## config.mk

```make
export PLATFORM = sky130hd
export DESIGN_NAME = fetch_stage
export DESIGN_NICKNAME = d
export VERILOG_FILES = /design/src/rtl/fetch_stage.sv
export SDC_FILE = /design/constraint.sdc
export NUM_CORES = 1
export LEC_CHECK = 0
export CORE_ASPECT_RATIO = 1.2
export CORE_MARGIN = 4
export CORE_UTILIZATION = 50
export DETAILED_ROUTE_END_ITERATION = 16
export GPL_TIMING_DRIVEN = 1
export PLACE_DENSITY = 0.78
export SLEW_MARGIN = 40
export SYNTH_ARGS = -nofsm -noshare
export SYNTH_HDL_FRONTEND = slang
export SYNTH_SLANG_ARGS = --single-unit
```

## constraint.sdc

```tcl
create_clock -name clk -period 2.5 [get_ports clk]
set_clock_uncertainty 0.2 [all_clocks]
set_input_delay 0.375 -clock clk [delete_from_list [all_inputs] [get_ports clk]]
set_output_delay 0.375 -clock clk [all_outputs]
set_load 0.02 [all_outputs]
```

## src/rtl/fetch_stage.sv

```systemverilog
// Instruction-fetch stage with IF/ID pipeline register.
// Handles the multi-cycle imem handshake, decode stalls, redirects and halt.
module fetch_stage #(
    parameter logic [15:0] RESET_PC  = 16'h0000,
    parameter logic [15:0] NOP_INSTR = 16'h0800
) (
    input  logic        clk,
    input  logic        rst,
    input  logic        stall_id,
    input  logic        redirect_valid,
    input  logic [15:0] redirect_pc,
    input  logic        halt_id,
    output logic        imem_req,
    output logic [15:0] imem_addr,
    input  logic [15:0] imem_rdata,
    input  logic        imem_done,
    input  logic        imem_err,
    output logic [15:0] if_id_instr,
    output logic [15:0] if_id_pc2,
    output logic        if_id_valid,
    output logic        if_id_err,
    output logic        halted
);

    localparam int unsigned XLEN = 16;

    typedef enum logic [1:0] {
        S_FETCH  = 2'd0,
        S_HOLD   = 2'd1,
        S_DRAIN  = 2'd2,
        S_HALTED = 2'd3
    } state_t;

    state_t            r_state;
    logic [XLEN-1:0]   r_pc;
    logic [XLEN-1:0]   r_instr;
    logic [XLEN-1:0]   r_pc2;
    logic              r_valid;
    logic              r_err;
    logic              r_halted;
    logic [XLEN-1:0]   r_buf_instr;
    logic [XLEN-1:0]   r_buf_pc2;
    logic              r_buf_err;
    logic              r_halt_pending;

    state_t            w_state;
    logic [XLEN-1:0]   w_pc;
    logic [XLEN-1:0]   w_instr;
    logic [XLEN-1:0]   w_pc2;
    logic              w_valid;
    logic              w_err;
    logic [XLEN-1:0]   w_buf_instr;
    logic [XLEN-1:0]   w_buf_pc2;
    logic              w_buf_err;
    logic              w_halt_pending;
    logic              w_req;
    logic [XLEN-1:0]   w_pc_inc;
    logic [XLEN-1:0]   w_word;

    // A request is outstanding exactly while the FSM sits in FETCH or DRAIN.
    assign w_req    = (r_state == S_FETCH) || (r_state == S_DRAIN);
    assign w_pc_inc = r_pc + XLEN'(2);
    assign w_word   = imem_err ? NOP_INSTR : imem_rdata;

    always_comb begin
        w_state        = r_state;
        w_pc           = r_pc;
        w_instr        = r_instr;
        w_pc2          = r_pc2;
        w_valid        = r_valid;
        w_err          = r_err;
        w_buf_instr    = r_buf_instr;
        w_buf_pc2      = r_buf_pc2;
        w_buf_err      = r_buf_err;
        w_halt_pending = r_halt_pending;

        if ((r_state != S_HALTED) && redirect_valid) begin
            // Redirect squashes everything younger, including a same-cycle halt.
            w_pc           = redirect_pc;
            w_instr        = NOP_INSTR;
            w_valid        = 1'b0;
            w_err          = 1'b0;
            w_buf_instr    = NOP_INSTR;
            w_buf_pc2      = '0;
            w_buf_err      = 1'b0;
            w_halt_pending = 1'b0;
            w_state        = (w_req && !imem_done) ? S_DRAIN : S_FETCH;
        end else if ((r_state != S_HALTED) && halt_id && !stall_id) begin
            w_instr     = NOP_INSTR;
            w_valid     = 1'b0;
            w_err       = 1'b0;
            w_buf_instr = NOP_INSTR;
            w_buf_pc2   = '0;
            w_buf_err   = 1'b0;
            if (w_req && !imem_done) begin
                w_state        = S_DRAIN;
                w_halt_pending = 1'b1;
            end else begin
                w_state        = S_HALTED;
                w_halt_pending = 1'b0;
            end
        end else begin
            case (r_state)
                S_FETCH: begin
                    if (imem_done) begin
                        w_pc = w_pc_inc;
                        if (stall_id) begin
                            w_buf_instr = w_word;
                            w_buf_pc2   = w_pc_inc;
                            w_buf_err   = imem_err;
                            w_state     = S_HOLD;
                        end else begin
                            w_instr = w_word;
                            w_pc2   = w_pc_inc;
                            w_valid = 1'b1;
                            w_err   = imem_err;
                        end
                    end else if (!stall_id) begin
                        w_instr = NOP_INSTR;
                        w_valid = 1'b0;
                        w_err   = 1'b0;
                    end
                end
                S_HOLD: begin
                    if (!stall_id) begin
                        w_instr = r_buf_instr;
                        w_pc2   = r_buf_pc2;
                        w_valid = 1'b1;
                        w_err   = r_buf_err;
                        w_state = S_FETCH;
                    end
                end
                S_DRAIN: begin
                    w_instr = NOP_INSTR;
                    w_valid = 1'b0;
                    w_err   = 1'b0;
                    if (imem_done) begin
                        w_state        = r_halt_pending ? S_HALTED : S_FETCH;
                        w_halt_pending = 1'b0;
                    end
                end
                S_HALTED: begin
                    w_instr = NOP_INSTR;
                    w_valid = 1'b0;
                    w_err   = 1'b0;
                end
                default: begin
                    w_state = S_FETCH;
                end
            endcase
        end
    end

    always_ff @(posedge clk) begin
        if (rst) begin
            r_state        <= S_FETCH;
            r_pc           <= RESET_PC;
            r_instr        <= NOP_INSTR;
            r_pc2          <= '0;
            r_valid        <= 1'b0;
            r_err          <= 1'b0;
            r_halted       <= 1'b0;
            r_buf_instr    <= NOP_INSTR;
            r_buf_pc2      <= '0;
            r_buf_err      <= 1'b0;
            r_halt_pending <= 1'b0;
        end else begin
            r_state        <= w_state;
            r_pc           <= w_pc;
            r_instr        <= w_instr;
            r_pc2          <= w_pc2;
            r_valid        <= w_valid;
            r_err          <= w_err;
            r_halted       <= (w_state == S_HALTED);
            r_buf_instr    <= w_buf_instr;
            r_buf_pc2      <= w_buf_pc2;
            r_buf_err      <= w_buf_err;
            r_halt_pending <= w_halt_pending;
        end
    end

    assign imem_req    = w_req;
    assign imem_addr   = r_pc;
    assign if_id_instr = r_instr;
    assign if_id_pc2   = r_pc2;
    assign if_id_valid = r_valid;
    assign if_id_err   = r_err;
    assign halted      = r_halted;

endmodule
```

==> results.tsv <==
metric	value	unit
cell count after synthesis	461	
initial antenna violation count	0	
Remaining DRCs	0	
post-CTS sizing	0	
simple-gate share of the synthesized area	23.71	%
CTS sink count	87	
Main synth FF type	dfxtp_1	
Seq cells post-synth	87	
wl on met1	4348	um
cell family with most CP delay	buffers and inverters	
Critical Path RT	1.92	ns
Die X	88.08	um
Site Rows	34	
Detailed Routing Iterations Pass 1	5	
R2R Path Start	imem_addr[2]	
postcts setup bufs	0	
setup violators final	0	
Final ANT Viol Nets	0	
crit path from	r_state[0]	
# fillers	591	
Post-synth EDFFs	0	
post-synthesis mux area share	0.2602	%
met3 wire length	740	um
Layout Utilization	69.06	%
Top Layer Used	met4	
share of layout cells above drive strength 1	9.747	%
crit path capture	imem_req	
Synth async-reset ratio	0	%
core area	7360	um2
Synth top area share	45.27	%
post-synthesis xor/xnor area fraction	3.154	%
critical path depth in cells	2	
worst path bufs/invs	2	
Syn. warnings	0	
Setup TNS	0	ns
most frequent cell after synthesis	dfxtp_1	
Avg Vias per Cell	5.742	
top cell type by total area after synthesis	dfxtp_1	
Crit Path Max Fanout	9	
RR Endpoint	imem_addr[15]	
Leak	1.803	nW
Fin. Hold Viols	0	
total routed wirelength	10530	um
final worst path period need	2.162	ns
All-Layer GR Usage	22.73	%
Seq/Total Area, Yosys	45.27	%
status	finished, final reports clean	
cts hold-fix bufs	0	
Setup CP Type	reg -> out	
syn_area_per_cell	8.346	um2
largest family of logic cells by synthesized area	simple AND/OR/NAND/NOR gates	
wire length per cell	16.36	um
Max clock buf depth	2	
DR vias	3698	
met2 WL post-DR	5249	um
CTS tree	done	
Worst-Margin Slew	0.5806	ns
R2R cell count	6	
setup slack, reg-to-reg	0.47	ns
ANT cells	0	
RSZ-0062 raised after global routing	no	
Post-Synth Adder-Cell Area	0.3252	%
Yosys cell types	49	
crit path cell chain	inv_1 > clkdlybuf4s50_1	
vias in the first global route	3573	
num ports	91	
worst rel slew slack	61.20	%
Placer Congestion	0.9053	
Tcrit/Tclk final	86.47	%
Mapped Nets	501	
Power Density	567.1	nW/um2
Area Overhead vs Synth	32.10	%
CP Capture Type	output pin	
Initial Util	52.28	%
Final HPWL DP	7427	um
die area	9168	um2
First DRT Iteration DRCs	184	
Max Freq	462.6	MHz
Port Buf Inserts	90	
Root Driver	clkbuf_8	
global-route wire length before repair	16900	um
total grt overflow	0	
die height	104.1	um
worst hold path class	reg -> reg	
Synth Area in Compound Gates	22.08	%
Peak VDD IR	0.4080	mV
largest net degree at the start of global routing	35	
cell area after synthesis	3847	um2
Skew-Pair Late Insertion Delay	0.36	ns
CTS H-tree depth	3	
max-slew violations	0	
synth top area cells	dfxtp_1 (45%), nor2_1 (6.6%), nand2_1 (5.6%), a21oi_1 (4.4%), a221oi_1 (4.1%)	
CTS Buf Count	9	
max_cap viols	0	
slowest stage delay, CP	0.56	ns
CTS clock-pin slew for the worst setup and hold paths	0.09	ns
CP max stage cell	clkdlybuf4s50_1	
Synth top cells by count	dfxtp_1 (87), nor2_1 (68), nand2_1 (57)	
CP startpoint kind	register	
nets@finish	589	
WP data arrival	1.59	ns
power by group:
part           switching, mW  internal (mW)  leakage (nW)
Clock                  0.511          0.418        0.0926
Sequential            0.0460           1.43         0.707
Combinational          0.262          0.217          1.00
metrics by stage:
step | instances | setup WS, ns | instance area (um2) | hold slack [ns] | total power [mW]
after CTS | 644 | 0.3232 | 5082 | 0.2555 | 2.891
after floorplan | 461 | 0.4365 | 3847 | 0.2362 | 1.767
after global routing | 644 | 0.2466 | 5082 | 0.2714 | 2.995
after global placement | 628 | 0.2689 | 4897 | 0.2390 | 1.970
final | 644 | 0.3383 | 5082 | 0.2610 | 2.882
after detailed placement | 628 | 0.2031 | 4897 | 0.2442 | 1.982
cell families (layout without fill, tap and decap cells):
family / Yosys count / count (layout)
AO/OA/AOI/OAI: 122 / 122
flip-flops: 87 / 87
buffers and inverters: 45 / 138
AND/OR/NAND/NOR: 192 / 192
XOR/XNOR: 13 / 13
multiplexers: 1 / 1
adder cells (fa/ha/maj): 1 / 1
registers in the layout, summed over array words and instances, names as in the netlist:
signal	count
halted	1
if_id_err	1
if_id_instr	16
if_id_pc2	16
if_id_valid	1
imem_addr	16
r_buf_err	1
r_buf_instr	16
r_buf_pc2	16
r_halt_pending	1
r_state	2
layout make-up:
class                           count  area, um2  share of cell area [%]
Multi-Input combinational cell    329       1914                   37.67
Sequential cell                    87       1742                   34.27
Clock buffer                       12      155.1                   3.053
Clock inverter                      4      30.03                  0.5908
Timing Repair Buffer              112       1091                   21.47
Inverter                           10      37.54                  0.7386
Tap cell                           90      112.6                   2.216
worst min-delay path by stage:
stage,startpoint,end,depth (start not counted),slack [ns]
2_1_floorplan,r_buf_instr[11],r_buf_instr[11],1,0.24
6_report,if_id_pc2[7],if_id_pc2[7],2,0.26
4_1_cts,if_id_pc2[7],if_id_pc2[7],2,0.26
3_5_place_dp,if_id_pc2[7],if_id_pc2[7],2,0.24
3_3_place_gp,if_id_pc2[7],if_id_pc2[7],2,0.24
5_1_grt,if_id_pc2[7],if_id_pc2[7],2,0.27
worst register-to-register path, stage by stage (launching register included):
cell     delay, ns
dfxtp_1       0.47
ha_1          0.22
nand2_1       0.16
nor4_4        0.34
nand3_1       0.13
xor2_1        0.29
o22ai_1       0.12
layout by cell type (no fill, tap or decap), types with 5 or more instances in the layout:
master	Yosys	routed
clkdlybuf4s50_1	0	90
dfxtp_1	87	87
nor2_1	68	68
nand2_1	57	56
a21oi_1	34	34
nor3_1	20	20
buf_4	4	20
nor2b_1	19	19
a221oi_1	18	18
a211oi_1	15	15
clkbuf_8	0	11
o21ai_0	10	10
inv_1	9	9
a22oi_1	9	9
o22ai_1	9	9
xor2_1	7	7
nand3_1	7	7
nor4b_1	6	6
a31oi_1	6	6
xnor2_1	5	5
layer usage:
metal | GRT usage (%) | up-vias
li1 | - | 1810
met1 | 28.49 | 1737
met2 | 37.55 | 134
met3 | 5.230 | 17
met4 | 8.315 | 0
met5 | 0 | -
Power figures use the tool's default switching activity.
